### config.mk
export PLATFORM = sky130hd
export DESIGN_NAME = bm_sfifo_param_flat
export DESIGN_NICKNAME = d
export VERILOG_FILES = /design/src/rtl/bm_sfifo_param_if.sv /design/src/rtl/bm_sfifo_param.sv /design/src/flat_wrapper.sv
export SDC_FILE = /design/constraint.sdc
export NUM_CORES = 1
export LEC_CHECK = 0
export CAP_MARGIN = 5
export CORE_UTILIZATION = 23
export CTS_BUF_LIST = sky130_fd_sc_hd__clkbuf_2
export DETAILED_ROUTE_END_ITERATION = 7
export HOLD_SLACK_MARGIN = 0.1
export SLEW_MARGIN = 0
export SYNTH_ARGS = -nofsm -noshare
export SYNTH_HDL_FRONTEND = slang
export SYNTH_SLANG_ARGS = --single-unit
### constraint.sdc
create_clock -name clock -period 2.5 [get_ports clock]
set_input_delay 0.5 -clock clock [delete_from_list [all_inputs] [get_ports clock]]
set_output_delay 0.5 -clock clock [all_outputs]
set_load 0.01 [all_outputs]
### src/rtl/bm_sfifo_param_if.sv
// Handshake/status bundle for bm_sfifo_param.
// err_clr/overflow/underflow exist only when SFIFO_ERR_FLAG_EN is defined.
interface bm_sfifo_param_if #(
    parameter int WIDTH     = 8,
    parameter int ADDR_BITS = 4
) ();
    logic [WIDTH-1:0]   data_in;
    logic               read_n;
    logic               write_n;
    logic [WIDTH-1:0]   data_out;
    logic [ADDR_BITS:0] count;
    logic               full;
    logic               empty;
    logic               half;
    logic               almost_full;
    logic               almost_empty;
`ifdef SFIFO_ERR_FLAG_EN
    logic               err_clr;
    logic               overflow;
    logic               underflow;
`endif

    modport master (
        output data_in, read_n, write_n,
`ifdef SFIFO_ERR_FLAG_EN
        output err_clr,
        input  overflow, underflow,
`endif
        input  data_out, count, full, empty, half, almost_full, almost_empty
    );

    modport slave (
        input  data_in, read_n, write_n,
`ifdef SFIFO_ERR_FLAG_EN
        input  err_clr,
        output overflow, underflow,
`endif
        output data_out, count, full, empty, half, almost_full, almost_empty
    );
endinterface

### src/rtl/bm_sfifo_param.sv
// Parametrised synchronous FIFO with registered read data and built-in full/empty protection.
// Define SFIFO_ERR_FLAG_EN to add sticky overflow/underflow flags with err_clr.
module bm_sfifo_param #(
    parameter int WIDTH         = 8,
    parameter int DEPTH         = 16,
    parameter int ADDR_BITS     = 4,
    parameter int AFULL_THRESH  = 12,
    parameter int AEMPTY_THRESH = 4
) (
    input logic             clock,
    input logic             reset,
    bm_sfifo_param_if.slave bus
);
    localparam int CW = ADDR_BITS + 1;
    localparam logic [ADDR_BITS-1:0] LAST_PTR = ADDR_BITS'(DEPTH - 1);
    localparam logic [CW-1:0] FULL_C  = CW'(DEPTH);
    localparam logic [CW-1:0] HALF_C  = CW'((DEPTH + 1) / 2);
    localparam logic [CW-1:0] AFULL_C = CW'(AFULL_THRESH);
    localparam logic [CW-1:0] AEMPT_C = CW'(AEMPTY_THRESH);

    logic [WIDTH-1:0]     mem_q [DEPTH];
    logic [ADDR_BITS-1:0] rd_ptr_q, rd_ptr_d;
    logic [ADDR_BITS-1:0] wr_ptr_q, wr_ptr_d;
    logic [CW-1:0]        count_q, count_d;
    logic [WIDTH-1:0]     data_out_q, data_out_d;
    logic                 full, empty, rd_ok, wr_ok;

    always_comb begin
        full  = (count_q == FULL_C);
        empty = (count_q == '0);
        // No fall-through: an empty FIFO never serves a read, even with a same-cycle write.
        rd_ok = ~bus.read_n & ~empty;
        wr_ok = ~bus.write_n & (~full | ~bus.read_n);

        rd_ptr_d   = rd_ptr_q;
        wr_ptr_d   = wr_ptr_q;
        count_d    = count_q;
        data_out_d = data_out_q;

        if (rd_ok) begin
            data_out_d = mem_q[rd_ptr_q];
            rd_ptr_d   = (rd_ptr_q == LAST_PTR) ? '0 : rd_ptr_q + 1'b1;
        end
        if (wr_ok) begin
            wr_ptr_d = (wr_ptr_q == LAST_PTR) ? '0 : wr_ptr_q + 1'b1;
        end
        case ({wr_ok, rd_ok})
            2'b10:   count_d = count_q + 1'b1;
            2'b01:   count_d = count_q - 1'b1;
            default: count_d = count_q;
        endcase
    end

    always_ff @(posedge clock) begin
        if (reset) begin
            rd_ptr_q   <= '0;
            wr_ptr_q   <= '0;
            count_q    <= '0;
            data_out_q <= '0;
        end else begin
            rd_ptr_q   <= rd_ptr_d;
            wr_ptr_q   <= wr_ptr_d;
            count_q    <= count_d;
            data_out_q <= data_out_d;
        end
    end

    // Storage is not reset; a write coinciding with reset is discarded.
    always_ff @(posedge clock) begin
        if (wr_ok && !reset) begin
            mem_q[wr_ptr_q] <= bus.data_in;
        end
    end

    assign bus.data_out     = data_out_q;
    assign bus.count        = count_q;
    assign bus.full         = full;
    assign bus.empty        = empty;
    assign bus.half         = (count_q >= HALF_C);
    assign bus.almost_full  = (count_q >= AFULL_C);
    assign bus.almost_empty = (count_q <= AEMPT_C);

`ifdef SFIFO_ERR_FLAG_EN
    logic overflow_q, overflow_d;
    logic underflow_q, underflow_d;

    // A new drop in the same cycle as err_clr keeps the flag set.
    always_comb begin
        overflow_d  = (overflow_q  & ~bus.err_clr) | (~bus.write_n & ~wr_ok);
        underflow_d = (underflow_q & ~bus.err_clr) | (~bus.read_n  & ~rd_ok);
    end

    always_ff @(posedge clock) begin
        if (reset) begin
            overflow_q  <= 1'b0;
            underflow_q <= 1'b0;
        end else begin
            overflow_q  <= overflow_d;
            underflow_q <= underflow_d;
        end
    end

    assign bus.overflow  = overflow_q;
    assign bus.underflow = underflow_q;
`endif
endmodule

### src/flat_wrapper.sv
// flat-port wrapper written by rule: the top's interface ports become plain ports
module bm_sfifo_param_flat 
#(
    parameter int WIDTH         = 8,
    parameter int DEPTH         = 16,
    parameter int ADDR_BITS     = 4,
    parameter int AFULL_THRESH  = 12,
    parameter int AEMPTY_THRESH = 4
)
  (clock, reset, bus_data_in, bus_read_n, bus_write_n, bus_data_out, bus_count, bus_full, bus_empty, bus_half, bus_almost_full, bus_almost_empty);
  bm_sfifo_param_if #(.WIDTH(WIDTH), .ADDR_BITS(ADDR_BITS)) bus_i ();
  input logic clock;
  input logic reset;
  input wire logic [$bits(bus_i.data_in)-1:0] bus_data_in;
  input wire logic [$bits(bus_i.read_n)-1:0] bus_read_n;
  input wire logic [$bits(bus_i.write_n)-1:0] bus_write_n;
  output wire logic [$bits(bus_i.data_out)-1:0] bus_data_out;
  output wire logic [$bits(bus_i.count)-1:0] bus_count;
  output wire logic [$bits(bus_i.full)-1:0] bus_full;
  output wire logic [$bits(bus_i.empty)-1:0] bus_empty;
  output wire logic [$bits(bus_i.half)-1:0] bus_half;
  output wire logic [$bits(bus_i.almost_full)-1:0] bus_almost_full;
  output wire logic [$bits(bus_i.almost_empty)-1:0] bus_almost_empty;
  assign bus_i.data_in = bus_data_in;
  assign bus_i.read_n = bus_read_n;
  assign bus_i.write_n = bus_write_n;
  assign bus_data_out = bus_i.data_out;
  assign bus_count = bus_i.count;
  assign bus_full = bus_i.full;
  assign bus_empty = bus_i.empty;
  assign bus_half = bus_i.half;
  assign bus_almost_full = bus_i.almost_full;
  assign bus_almost_empty = bus_i.almost_empty;
  bm_sfifo_param #(.WIDTH(WIDTH), .DEPTH(DEPTH), .ADDR_BITS(ADDR_BITS), .AFULL_THRESH(AFULL_THRESH), .AEMPTY_THRESH(AEMPTY_THRESH)) u_core (.clock(clock), .reset(reset), .bus(bus_i));
endmodule
## After elaboration in Yosys (flattened, before gate mapping)

Memory sizes are Yosys's and may differ from the RTL's. A register that Yosys moved wholly into a read port is not among the register bits.
Index checks and enable logic that the tools add are counted.

- Register bits after elaboration: 13
- Memory bits (writable): 128
- Output and inout port bits: 18
- Word-level logic and storage cells: 32
- Memories kept: 1

Memories:

| memory | words | bits a word | rd ports | clocked after Yosys merged registers in | write ports | line | source |
|---|---|---|---|---|---|---|---|
| u_core.mem_q | 16 | 8 | 1 | 1 | 1 | bm_sfifo_param.sv:21 | `logic [WIDTH-1:0] mem_q [DEPTH];` |

- $add $sub $neg: 4
- Magnitude comparators: 3
- Eq/ne operators: 5
- Muxes and demuxes: 5
- Bitwise operators: 7
- Reduce and logical (&&, ||, !) cells: 4

Operators with widths:

| operator | number |
|---|---|
| $ge A5 B4 Y1 const B | 2 |
| $pmux W5 S2 | 1 |
| $add A4 B1 Y4 const B | 2 |
| $eq A4 B4 Y1 const B | 2 |
| $mux W4 | 2 |
| $add A5 B1 Y5 const B | 1 |
| $eq A5 B5 Y1 const B | 1 |
| $le A5 B3 Y1 const B | 1 |
| $logic_not A5 Y1 | 1 |
| $sub A5 B1 Y5 const B | 1 |
| $not A1 Y1 | 4 |
| $and A1 B1 Y1 | 2 |
| $eq A2 B1 Y1 const B | 1 |
| $eq A2 B2 Y1 const B | 1 |
| $mux W1 | 2 |
| $reduce_bool A2 Y1 | 1 |
| $logic_and A1 B1 Y1 | 1 |
| $logic_not A1 Y1 | 1 |
| $or A1 B1 Y1 | 1 |

## Logic depth before layout (Yosys ltp)

Gate-level depths: netlist of the first run.

- Depth in word-level cells: 7
- Depth in mapped cells: 11
- Mapped depth without buffers: 11

## Least setup slack after synthesis of the first run

No wires, ideal clock.

- Path type: reg-to-reg
- From: register u_core.count_q[0], in the netlist u_core.bus.count[0]
- To: register u_core.count_q[4], in the netlist u_core.bus.count[4]
- Library setup time: 0.121 ns
- Arrival time: 2.639 ns
- Data required time: 2.379 ns
- Path slack: -0.260 ns
- Stages on the path, launching flop included: 11
- Buffers on the path: 1
- Path through: dfxtp_1 -> nor4_4 -> a21oi_1 -> buf_2 -> ha_1 -> ha_1 -> nor2b_1 -> o21ai_0 -> a21oi_1 -> or3b_1 -> mux2_2

- Longest elaborated chain between the ends: 6

Ends and longest elaborated chain:

| what | line | source |
|---|---|---|
| from (decl) | bm_sfifo_param.sv:24 | `logic [CW-1:0] count_q, count_d;` |
| from (signal assigned) | bm_sfifo_param.sv:63 | `count_q <= count_d;` |
| $eq A5 B5 Y1 | bm_sfifo_param.sv:29 | `full = (count_q == FULL_C);` |
| $not A1 Y1 | bm_sfifo_param.sv:33 | `wr_ok = ~bus.write_n & (~full \| ~bus.read_n);` |
| $or A1 B1 Y1 | bm_sfifo_param.sv:33 |  |
| $and A1 B1 Y1 | bm_sfifo_param.sv:33 |  |
| $eq A2 B1 Y1 / $eq A2 B2 Y1 (equally long branches) | bm_sfifo_param.sv:47 | `case ({wr_ok, rd_ok})` |
| $pmux W5 S2 / $reduce_bool A2 Y1 (equally long branches) | - |  |

Parallel ways exist; a longest one is shown, timed or not.
A chain may end at the register's enable or synchronous reset.

## Worst setup path after layout of the first run

- From: register u_core.count_q[1], in the netlist u_core.bus.count[1]
- To: register u_core.count_q[4], in the netlist u_core.bus.count[4]

Same word-level chain as after synthesis.

==> results.md, run 1 <==
* Status: finished with violations
* Failing checks: negative setup slack
* Synthesis-to-layout area growth at 20.1%
* Vias per inst at 4.32
* Worst hold endpoint: u_core.bus.data_out[4]$_SDFFE_PP0N_
* Row cnt at 58
* Clk pin slew, worst setup/hold paths at 0.25 ns
* Distinct cells, synth at 42
* Register area at 0.00427 mm^2
* GRT overflow at 0
* RSZ-0062 raised after global routing: true
* Worst r2r src: u_core.bus.count[1]$_SDFFE_PP0P_
* Register bit total from synthesis at 149
* Final setup fails at 1
* Synth Instances at 374
* Gpl congestion at 0.768
* Starting Density at 0.237
* Minimum clock period at 2.62 ns
* Fin Setup TNS at -0.125 ns
* R2R setup slack at -0.12 ns
* Sink Count at 149
* Worst reg-to-reg path cell count at 13
* CTS Buffer Depth at 2
* Tcrit/Tclk final at 1.05
* Clock latency at the later pin of the worst-skew pair at 0.70 ns
* Worst setup margin at -0.125 ns
* Total die area at 0.0269 mm^2
* RR Endpoint: u_core.bus.count[4]$_SDFFE_PP0P_
* Startpoint type of the worst setup path: flip-flop
* Hold Startpoint: u_core.bus.data_out[4]$_SDFFE_PP0N_
* Layout cell share with drive strength beyond 1 at 0.241
* Global Route Usage Sum at 0.102
* Power Total at 6.27 mW
* Initial antenna violation count at 1
* Final Max Tran Viols at 0
* Die Y at 164 um
* Avg Inst Size Synth at 16.1 um^2
* Critical path class: reg2reg
* Die boundary width at 164 um
* CP required at 3.13 ns
* Antenna-violating nets left at 0
* GRT met3 Usage at 0.0227
* Worst hold slack at 0.525 ns
* Total power per unit cell area at 865 mW/mm^2
* Slew headroom at 0.472
* Crit end category: flip-flop
* Grt met2 use at 0.166
* Root Buffer Master: clkbuf_2
* WL final at 12,700 um
* Core Area at 0.0255 mm^2
* Fillers at 2,545
* CTS tree: done
* First-pass GRT wire length at 20,200 um
* Most Used Layer, Global Route: met2
* Hold Violations, Final at 0
* Number of global-route vias before repair at 3,502
* DRC viols at 0
* Area of the multi-input gates at 0.00166 mm^2
* Leak at 2.32 nW
* IO Count at 30
* Hold WC Path Type: reg2reg
* Drt first-iter violations at 238
* Fmax at 381 MHz
* Worst Clk Skew at 0.0320 ns
* Sequential-to-total area share from yosys stat at 0.706
* Pre-Repair DR Iteration Count at 6
* Commonest cells after routing, fill and taps aside: edfxtp_1 (128), nor2_1 (47), buf_4 (38)
* WHS Path Cells at 2
* Mapped Area at 0.00604 mm^2
* Port Buffer Count at 29
* Largest net degree at the start of global routing at 33
* Vias at 3,387
* Number of nets in the layout at 462
* Most common cell after layout, fill and taps aside: edfxtp_1
* DP HPWL at 8640 um
* Arrival @ worst endpoint at 3.25 ns
* DR WL/cell at 16.2 um
* Syn nets at 396
* CP Max Fanout at 3
* Synth warn at 0
* Slew @ Worst Pin at 0.789 ns
* H-tree levels at 4
* Max-cap violations at 0
* CTS Buf Count at 17
* Max VDD drop at 0.500 mV
* GR Layer Usage met1 at 0.133
[registers in the layout, summed over array words and instances (netlist names)]
register	count
u_core.bus.data_out	8
u_core.bus.count	5
u_core.wr_ptr_q	4
u_core.mem_q	128
u_core.rd_ptr_q	4
[layer usage]
metal / wire length (um) / vias up
li1: - / 1582
met1: 5780 / 1720
met2: 6190 / 77
met3: 618 / 8
met4: 129 / 0
met5: 0 / -
[final cells by class]
cell class,count,share of cell area
Sequential cell,149,0.589
Timing Repair Buffer,68,0.0807
Tap cell,330,0.0569
Inverter,8,0.00414
Multi-Input combinational cell,196,0.228
Antenna cell,1,0.000345
Clock buffer,17,0.0117
Clock inverter,15,0.0286
[per-stage QoR]
step	instance area [um^2]	instances	utilization	worst slack (ns)
finish	7250	784	0.285	-0.125
detailed placement	6920	746	0.271	-0.386
CTS	7250	783	0.285	-0.131
global route	7250	784	0.285	-0.244
floorplan	6070	374	-	-0.0610
global placement	6920	746	0.271	-0.324
[worst max path at each step]
stage	end	startpoint	slack, ns	depth (start not counted)
after global placement	u_core.bus.count[4]$_SDFFE_PP0P_	bus_read_n	-0.32	10
after CTS	u_core.bus.count[4]$_SDFFE_PP0P_	u_core.bus.count[3]$_SDFFE_PP0P_	-0.13	13
after detailed placement	u_core.bus.count[4]$_SDFFE_PP0P_	bus_read_n	-0.39	10
after floorplan	u_core.bus.count[4]$_SDFFE_PP0P_	u_core.bus.count[3]$_SDFFE_PP0P_	-0.06	11
after global routing	u_core.bus.count[4]$_SDFFE_PP0P_	u_core.bus.count[1]$_SDFFE_PP0P_	-0.24	13
final	u_core.bus.count[4]$_SDFFE_PP0P_	u_core.bus.count[1]$_SDFFE_PP0P_	-0.12	13
[synthesized netlist by cell type (all sizes together)]
cell / instances / area share
xnor2: 1 / 0.0015
fa: 1 / 0.0033
or3b: 1 / 0.0015
a311oi: 9 / 0.013
clkbuf: 4 / 0.0027
or3: 2 / 0.0021
nor3: 2 / 0.0017
a22oi: 8 / 0.0099
mux2i: 35 / 0.058
nand2b: 4 / 0.0041
o21a: 1 / 0.0012
o21ai: 2 / 0.0017
dfxtp: 21 / 0.070
inv: 8 / 0.0050
a41oi: 1 / 0.0015
mux4: 16 / 0.060
edfxtp: 128 / 0.64
a21o: 1 / 0.0015
nand3: 3 / 0.0025
nor4: 1 / 0.0035
or4: 1 / 0.0012
o22ai: 16 / 0.017
nand2: 9 / 0.0060
a31oi: 2 / 0.0046
nand3b: 2 / 0.0025
and2: 2 / 0.0025
mux2: 1 / 0.0019
ha: 9 / 0.019
buf: 17 / 0.017
and4b: 1 / 0.0017
xor2: 3 / 0.0044
nor2: 47 / 0.029
a21oi: 10 / 0.0083
or2: 1 / 0.0010
nor2b: 4 / 0.0041
[worst max-delay path, stage by stage (launching register included)]
cell	delay, ns
dfxtp_2	0.38
nor4_4	0.30
buf_4	0.16
buf_4	0.11
a31oi_4	0.08
inv_2	0.08
ha_4	0.14
inv_2	0.04
fa_2	0.36
nor2b_4	0.14
o21ai_2	0.07
nand3_1	0.07
or3b_1	0.36
mux2_2	0.28
[repair_timing]
| action | in CTS | in global routing |
|---|---|---|
| pin swaps | 2 | 0 |
| resized for setup | 8 | 6 |
| buffers inserted | 5 | 0 |
| setup endpoints to repair | 6 | 5 |
| hold buffers | 0 | 0 |
[cells by family (layout without fill, tap and decap cells)]
logic type,after synthesis,after routing,synth area share
xor gates and xnor gates,4,4,0.00580
other,0,1,0
buffers and inverters,29,108,0.0247
and+or+nand+nor,80,80,0.0636
muxes,52,52,0.120
DFF,149,149,0.706
adders and majority gates,10,10,0.0220
AOI/OAI and AO/OA,50,50,0.0582
[report_power, final]
group | switching [mW] | leakage [nW] | internal (mW) | total (mW)
sequential | 0.116 | 1.33 | 2.83 | 2.95
clock | 0.959 | 0.177 | 0.615 | 1.57
combinational | 0.873 | 0.812 | 0.877 | 1.75
Note: power is estimated with default switching activity, not from simulation.
==> inputs of run 2 (changes only) <==
- ABC_CLOCK_PERIOD_IN_PS: default -> 2500
- CORE_UTILIZATION: 23 -> 50
- PLACE_DENSITY: default -> 0.71
==> results.md, run 2 (synthesized netlist as in run 1, its figures left out) <==
* Design Area, Final at 0.00687 mm^2 (was 0.00725 mm^2)
* Port Buffer Count at 29 (unchanged)
* Worst hold slack at 0.514 ns (was 0.525 ns)
* Drt first-iter violations at 291 (was 238)
* DRC viols at 2 (was 0)
* Layout cell share with drive strength beyond 1 at 0.227 (was 0.241)
* Tcrit/Tclk final at 1.02 (was 1.05)
* Crit-path max cell delay at 0.38 ns (about the same)
* CP delay by family, top: simple AND/OR/NAND/NOR gates (unchanged)
* Area of the multi-input gates at 0.00166 mm^2 (unchanged)
* Crit end category: flip-flop (unchanged)
* Pre-Repair DR Iteration Count at 7 (was 6)
* Layout Cells excl Fill at 597 (was 784)
* CP Cell Sequence: nor4_4 -> buf_4 -> a31oi_4 -> inv_2 -> ha_4 -> inv_2 -> fa_2 -> nor2b_4 -> o21ai_2 -> nand3_1 -> or3b_1 -> mux2_2 (was nor4_4 -> buf_4 -> buf_4 -> a31oi_4 -> inv_2 -> ha_4 -> inv_2 -> fa_2 -> nor2b_4 -> o21ai_2 -> nand3_1 -> or3b_1 -> mux2_2)
* Initial antenna violation count at 0 (was 1)
* Die boundary width at 112 um (was 164 um)
* Core Area at 0.0116 mm^2 (was 0.0255 mm^2)
* Final setup fails at 1 (unchanged)
* Sink Count at 149 (unchanged)
* CTS Buffer Depth at 2 (unchanged)
* Vias per inst at 5.61 (was 4.32)
* Commonest cells after routing, fill and taps aside: edfxtp_1 (128), nor2_1 (47), buf_4 (39) (was edfxtp_1 (128), nor2_1 (47), buf_4 (38))
* WL final at 11,300 um (was 12,700 um)
* CP bufs+invs at 3 (was 4)
* CP max-delay cell: dfxtp_4 (was dfxtp_2)
* Gpl congestion at 0.804 (was 0.768)
* Placed Cells at 561 (was 746)
* Fillers at 903 (was 2,545)
* Worst r2r src: u_core.bus.count[3]$_SDFFE_PP0P_ (was u_core.bus.count[1]$_SDFFE_PP0P_)
* Worst setup margin at -0.0536 ns (was -0.125 ns)
* H-tree levels at 4 (unchanged)
* Vias at 3,348 (was 3,387)
* RR Endpoint: u_core.bus.count[4]$_SDFFE_PP0P_ (unchanged)
* N_diodes at 0 (was 1)
* DR WL/cell at 19.0 um (was 16.2 um)
* CP required at 3.09 ns (was 3.13 ns)
* Hold Violations, Final at 0 (unchanged)
* Final Max Tran Viols at 0 (unchanged)
* Total power per unit cell area at 822 mW/mm^2 (was 865 mW/mm^2)
* CP Depth at 12 (was 13)
* Clock latency at the later pin of the worst-skew pair at 0.69 ns (was 0.70 ns)
* Clk pin slew, worst setup/hold paths at 0.17 ns (was 0.25 ns)
* Synthesis-to-layout area growth at 13.8% (was 20.1%)
* Worst setup path startpoint: u_core.bus.count[3]$_SDFFE_PP0P_ (was u_core.bus.count[1]$_SDFFE_PP0P_)
* Utilization after layout at 0.592 (was 0.285)
* Status: finished with violations (unchanged)
* Starting Density at 0.520 (was 0.237)
* Antenna-violating nets left at 0 (unchanged)
* Most common cell after layout, fill and taps aside: edfxtp_1 (unchanged)
* CTS tree: done (unchanged)
* Worst reg-to-reg path cell count at 12 (was 13)
* Worst hold endpoint: u_core.bus.data_out[2]$_SDFFE_PP0N_ (was u_core.bus.data_out[4]$_SDFFE_PP0N_)
* CP Max Fanout at 3 (unchanged)
* Row cnt at 39 (was 58)
* Max VDD drop at 0.603 mV (was 0.500 mV)
* Max-cap violations at 0 (unchanged)
* Slew @ Worst Pin at 0.665 ns (was 0.789 ns)
* Fin Setup TNS at -0.0536 ns (was -0.125 ns)
* Register area at 0.00427 mm^2 (about the same)
* Worst Clk Skew at 0.0211 ns (was 0.0320 ns)
* Startpoint type of the worst setup path: flip-flop (unchanged)
* Hold_buf cts at 0 (unchanged)
* First-pass GRT wire length at 17,900 um (was 20,200 um)
* Leak at 2.24 nW (was 2.32 nW)
* Root Buffer Master: clkbuf_2 (unchanged)
* Hold Startpoint: u_core.bus.data_out[2]$_SDFFE_PP0N_ (was u_core.bus.data_out[4]$_SDFFE_PP0N_)
* Die Y at 112 um (was 164 um)
* Placed cell areas at 0.00670 mm^2 (was 0.00692 mm^2)
* RSZ-0062 raised after global routing: true (unchanged)
* Global Route Usage Sum at 0.200 (was 0.102)
* Arrival @ worst endpoint at 3.15 ns (was 3.25 ns)
* Number of global-route vias before repair at 3,353 (was 3,502)
* GRT overflow at 0 (unchanged)
* CP most frequent cell: inv_2
* WHS Path Cells at 2 (unchanged)
* DP HPWL at 7630 um (was 8640 um)
* Slew headroom at 0.555 (was 0.472)
* CTS Buf Count at 17 (unchanged)
* Total die area at 0.0125 mm^2 (was 0.0269 mm^2)
* Max reg flops at 128 (unchanged)
* Fmax at 392 MHz (was 381 MHz)
* R2R setup slack at -0.05 ns (was -0.12 ns)
* Critical path class: reg2reg (unchanged)
* Hold WC Path Type: reg2reg (unchanged)
* Minimum clock period at 2.55 ns (was 2.62 ns)
* Largest Register: u_core.mem_q (unchanged)
* Largest net degree at the start of global routing at 23 (was 33)
* IO Count at 30 (unchanged)
* Failing checks: design-rule violations, negative setup slack (was negative setup slack)
* Number of nets in the layout at 463 (was 462)
run 2: stage by stage:
stage	worst slack, ns	power (mW)
final	-0.0536	5.65
after global routing	-0.161	5.96
after CTS	-0.0689	5.67
after detailed placement	-0.364	4.71
after global placement	-0.307	4.66
after floorplan	-0.0610	4.02
run 2: metal layers:
layer	share of wire	track usage	up-vias	wire length (um)
li1	-	-	1576	-
met1	0.43	0.257	1639	4870
met2	0.49	0.320	118	5520
met5	0	0	-	0
met4	0.015	0.0838	0	172
met3	0.068	0.0582	15	767
run 2: worst max-delay path by stage:
| stage | endpoint | slack [ns] |
|---|---|---|
| 6_report | u_core.bus.count[4]$_SDFFE_PP0P_ | -0.05 |
| 5_1_grt | u_core.bus.count[4]$_SDFFE_PP0P_ | -0.16 |
| 4_1_cts | u_core.bus.count[4]$_SDFFE_PP0P_ | -0.07 |
| 3_5_place_dp | u_core.bus.count[4]$_SDFFE_PP0P_ | -0.36 |
| 3_3_place_gp | u_core.bus.count[4]$_SDFFE_PP0P_ | -0.31 |
| 2_1_floorplan | u_core.bus.count[4]$_SDFFE_PP0P_ | -0.06 |
run 2: timing repair:
item	in CTS	in global routing
gates resized for setup	6	8
setup endpoints to repair	5	5
setup buffers	3	1
pin swaps	2	1
hold endpoints to repair	0	0
run 2: area by class of cell:
cell class / instances / share of cell area
flip-flops and latches: 149 / 0.621
repair buffers: 69 / 0.0854
inverters: 8 / 0.00437
well taps: 143 / 0.0260
clock buffers: 22 / 0.0160
clock inverters: 10 / 0.00601
multi-input cells: 196 / 0.241
run 2: worst min-delay path: stages (launching register included):
cell	delay (ns)
dfxtp_1	0.34
nor2_1	0.10
a311oi_1	0.05
run 2: power by group:
| part | total, mW | leakage [nW] | internal, mW | switching [mW] |
|---|---|---|---|---|
| clock network | 0.974 | 0.114 | 0.251 | 0.724 |
| registers | 2.92 | 1.33 | 2.83 | 0.0872 |
| logic | 1.76 | 0.795 | 0.892 | 0.866 |
| total | 5.65 | 2.24 | 3.97 | 1.68 |
==> inputs of run 3 (changes only) <==
- PLACE_DENSITY: 0.71 -> 0.83
==> results.md, run 3 (synthesized netlist as in run 1, its figures left out) <==
* Vias per inst at 5.81 (was 5.61)
* Worst setup margin at -0.0724 ns (was -0.0536 ns)
* Switching power at 1.74 mW (was 1.68 mW)
* Leak at 2.29 nW (was 2.24 nW)
* Global Route Usage Sum at 0.205 (was 0.200)
* First-pass GRT wire length at 18,700 um (was 17,900 um)
* DRC viols at 3 (was 2)
* Fillers at 851 (was 903)
* Placed Cells at 558 (was 561)
* DP Worst Slack at -0.366 ns (was -0.364 ns)
* Sw Ratio at 0.280 (was 0.297)
* Die Y at 112 um (unchanged)
* Int Power at 4.47 mW (was 3.97 mW)
* Final Max Tran Viols at 0 (unchanged)
* Area of the multi-input gates at 0.00166 mm^2 (unchanged)
* IO Count at 30 (unchanged)
* Total power per unit cell area at 889 mW/mm^2 (was 822 mW/mm^2)
* WHS Path Cells at 2 (unchanged)
* Number of nets in the layout at 459 (was 463)
* Antenna-violating nets left at 0 (unchanged)
* Worst Clk Skew at 0.0345 ns (was 0.0211 ns)
* Die boundary width at 112 um (unchanged)
* Flop pwr share at 0.474 (was 0.517)
* Sink Count at 149 (unchanged)
* Design Area, Final at 0.00698 mm^2 (was 0.00687 mm^2)
* Final setup fails at 1 (unchanged)
* Max reg flops at 128 (unchanged)
* Register area at 0.00427 mm^2 (about the same)
* Number of global-route vias before repair at 3,511 (was 3,353)
* Slew @ Worst Pin at 0.695 ns (was 0.665 ns)
* Arrival @ worst endpoint at 3.15 ns (about the same)
* CTS Buffer Depth at 2 (unchanged)
* Initial antenna violation count at 0 (unchanged)
* Startpoint type of the worst setup path: flip-flop (unchanged)
* WL final at 11,900 um (was 11,300 um)
* Starting Density at 0.520 (unchanged)
* Total die area at 0.0125 mm^2 (unchanged)
* Most common cell after layout, fill and taps aside: edfxtp_1 (unchanged)
* Clock network power share at 0.247 (was 0.172)
* H-tree levels at 4 (unchanged)
* Pre-Repair DR Iteration Count at 6 (was 7)
* Clk pin slew, worst setup/hold paths at 0.20 ns (was 0.17 ns)
* Vias at 3,445 (was 3,348)
* Tcrit/Tclk final at 1.03 (was 1.02)
* Layout cell share with drive strength beyond 1 at 0.229 (was 0.227)
* DR WL/cell at 20.1 um (was 19.0 um)
* CTS tree: done (unchanged)
* Crit end category: flip-flop (unchanged)
* Placed cell areas at 0.00667 mm^2 (was 0.00670 mm^2)
* Largest Register: u_core.mem_q (unchanged)
* Hold Violations, Final at 0 (unchanged)
* DP HPWL at 7810 um (was 7630 um)
* Gpl congestion at 0.786 (was 0.804)
* Max-cap violations at 0 (unchanged)
* CTS Buf Count at 17 (unchanged)
* Failing checks: design-rule violations, negative setup slack (unchanged)
* CP Max Fanout at 3 (unchanged)
* GRT overflow at 0 (unchanged)
* Fmax at 389 MHz (was 392 MHz)
* Layout Cells excl Fill at 593 (was 597)
* RSZ-0062 raised after global routing: true (unchanged)
* Synthesis-to-layout area growth at 15.6% (was 13.8%)
* Minimum clock period at 2.57 ns (was 2.55 ns)
* CP required at 3.08 ns (was 3.09 ns)
* Port Buffer Count at 29 (unchanged)
* Slew headroom at 0.536 (was 0.555)
* Max VDD drop at 0.781 mV (was 0.603 mV)
* Worst reg-to-reg path cell count at 12 (unchanged)
* Core Area at 0.0116 mm^2 (unchanged)
* Commonest cells after routing, fill and taps aside: edfxtp_1 (128), nor2_1 (47), mux2i_1 (35), buf_4 (35), clkdlybuf4s50_1 (24) (was edfxtp_1 (128), nor2_1 (47), buf_4 (39))
* N_diodes at 0 (unchanged)
* Share of power burned in combinational logic at 0.278 (was 0.311)
* Row cnt at 39 (unchanged)
* Largest net degree at the start of global routing at 35 (was 23)
* Drt first-iter violations at 255 (was 291)
* Hold WC Path Type: reg2reg (unchanged)
* Status: finished with violations (unchanged)
* Root Buffer Master: clkbuf_2 (unchanged)
* Critical path class: reg2reg (unchanged)
* Clock latency at the later pin of the worst-skew pair at 0.68 ns (was 0.69 ns)
==> run 3: power groups by stage <==
stage / Clock [mW] / Sequential (mW) / Combinational (mW)
2_1_floorplan: 0 / 3.03 / 0.991
3_3_place_gp: 0 / 2.98 / 1.65
3_5_place_dp: 0 / 3.00 / 1.70
4_1_cts: 1.57 / 2.94 / 1.73
5_1_grt: 1.67 / 2.96 / 1.88
6_report: 1.54 / 2.94 / 1.73
==> run 3: final cells by class <==
cell class,instances,area share
multi-input cells,196,0.237
repair buffers,65,0.0801
flip-flops and latches,149,0.612
well taps,143,0.0256
clock buffers,20,0.0143
clock inverters,12,0.0263
inverters,8,0.00430
==> run 3: critical path, cell delays in order (launching register included) <==
cell	delay [ns]
dfxtp_2	0.37
nor4_4	0.30
buf_4	0.18
a31oi_4	0.08
inv_2	0.08
ha_4	0.14
inv_2	0.05
fa_2	0.36
nor2b_4	0.14
o21ai_2	0.08
nand3_1	0.08
or3b_1	0.35
mux2_2	0.27
==> run 3: layer usage <==
metal  track usage  vias up  part of all wire
li1              -     1573                 -
met1         0.263     1716              0.42
met2         0.341      150              0.51
met3        0.0550        6             0.064
met4        0.0649        0            0.0086
met5             0        -                 0
==> run 3: path summary, 6_finish.rpt <==
kind / startpoint / endpoint / slack, ns
max: u_core.bus.count[1]$_SDFFE_PP0P_ / u_core.bus.count[4]$_SDFFE_PP0P_ / -0.07
min reg2reg: u_core.bus.data_out[0]$_SDFFE_PP0N_ / u_core.bus.data_out[0]$_SDFFE_PP0N_ / 0.51
min: u_core.bus.data_out[0]$_SDFFE_PP0N_ / u_core.bus.data_out[0]$_SDFFE_PP0N_ / 0.51
max reg2reg: u_core.bus.count[1]$_SDFFE_PP0P_ / u_core.bus.count[4]$_SDFFE_PP0P_ / -0.07
==> run 3: per-stage QoR <==
step	utilization	total power [mW]	hold slack [ns]	TNS (ns)
after floorplan	-	4.02	0.481	-0.0610
after global placement	0.575	4.63	0.488	-0.348
after detailed placement	0.575	4.70	0.496	-0.470
after CTS	0.601	6.24	0.409	-0.132
after global routing	0.601	6.51	0.420	-0.155
final	0.601	6.21	0.513	-0.0724
==> run 3: repair_timing <==
item / in CTS / in global routing
hold buffers: 0 / 0
endpoints found under the setup margin: 6 / 4
buffers inserted: 3 / 0
cloned: 0 / 0
gates resized for setup: 11 / 7
pin swaps: 1 / 0
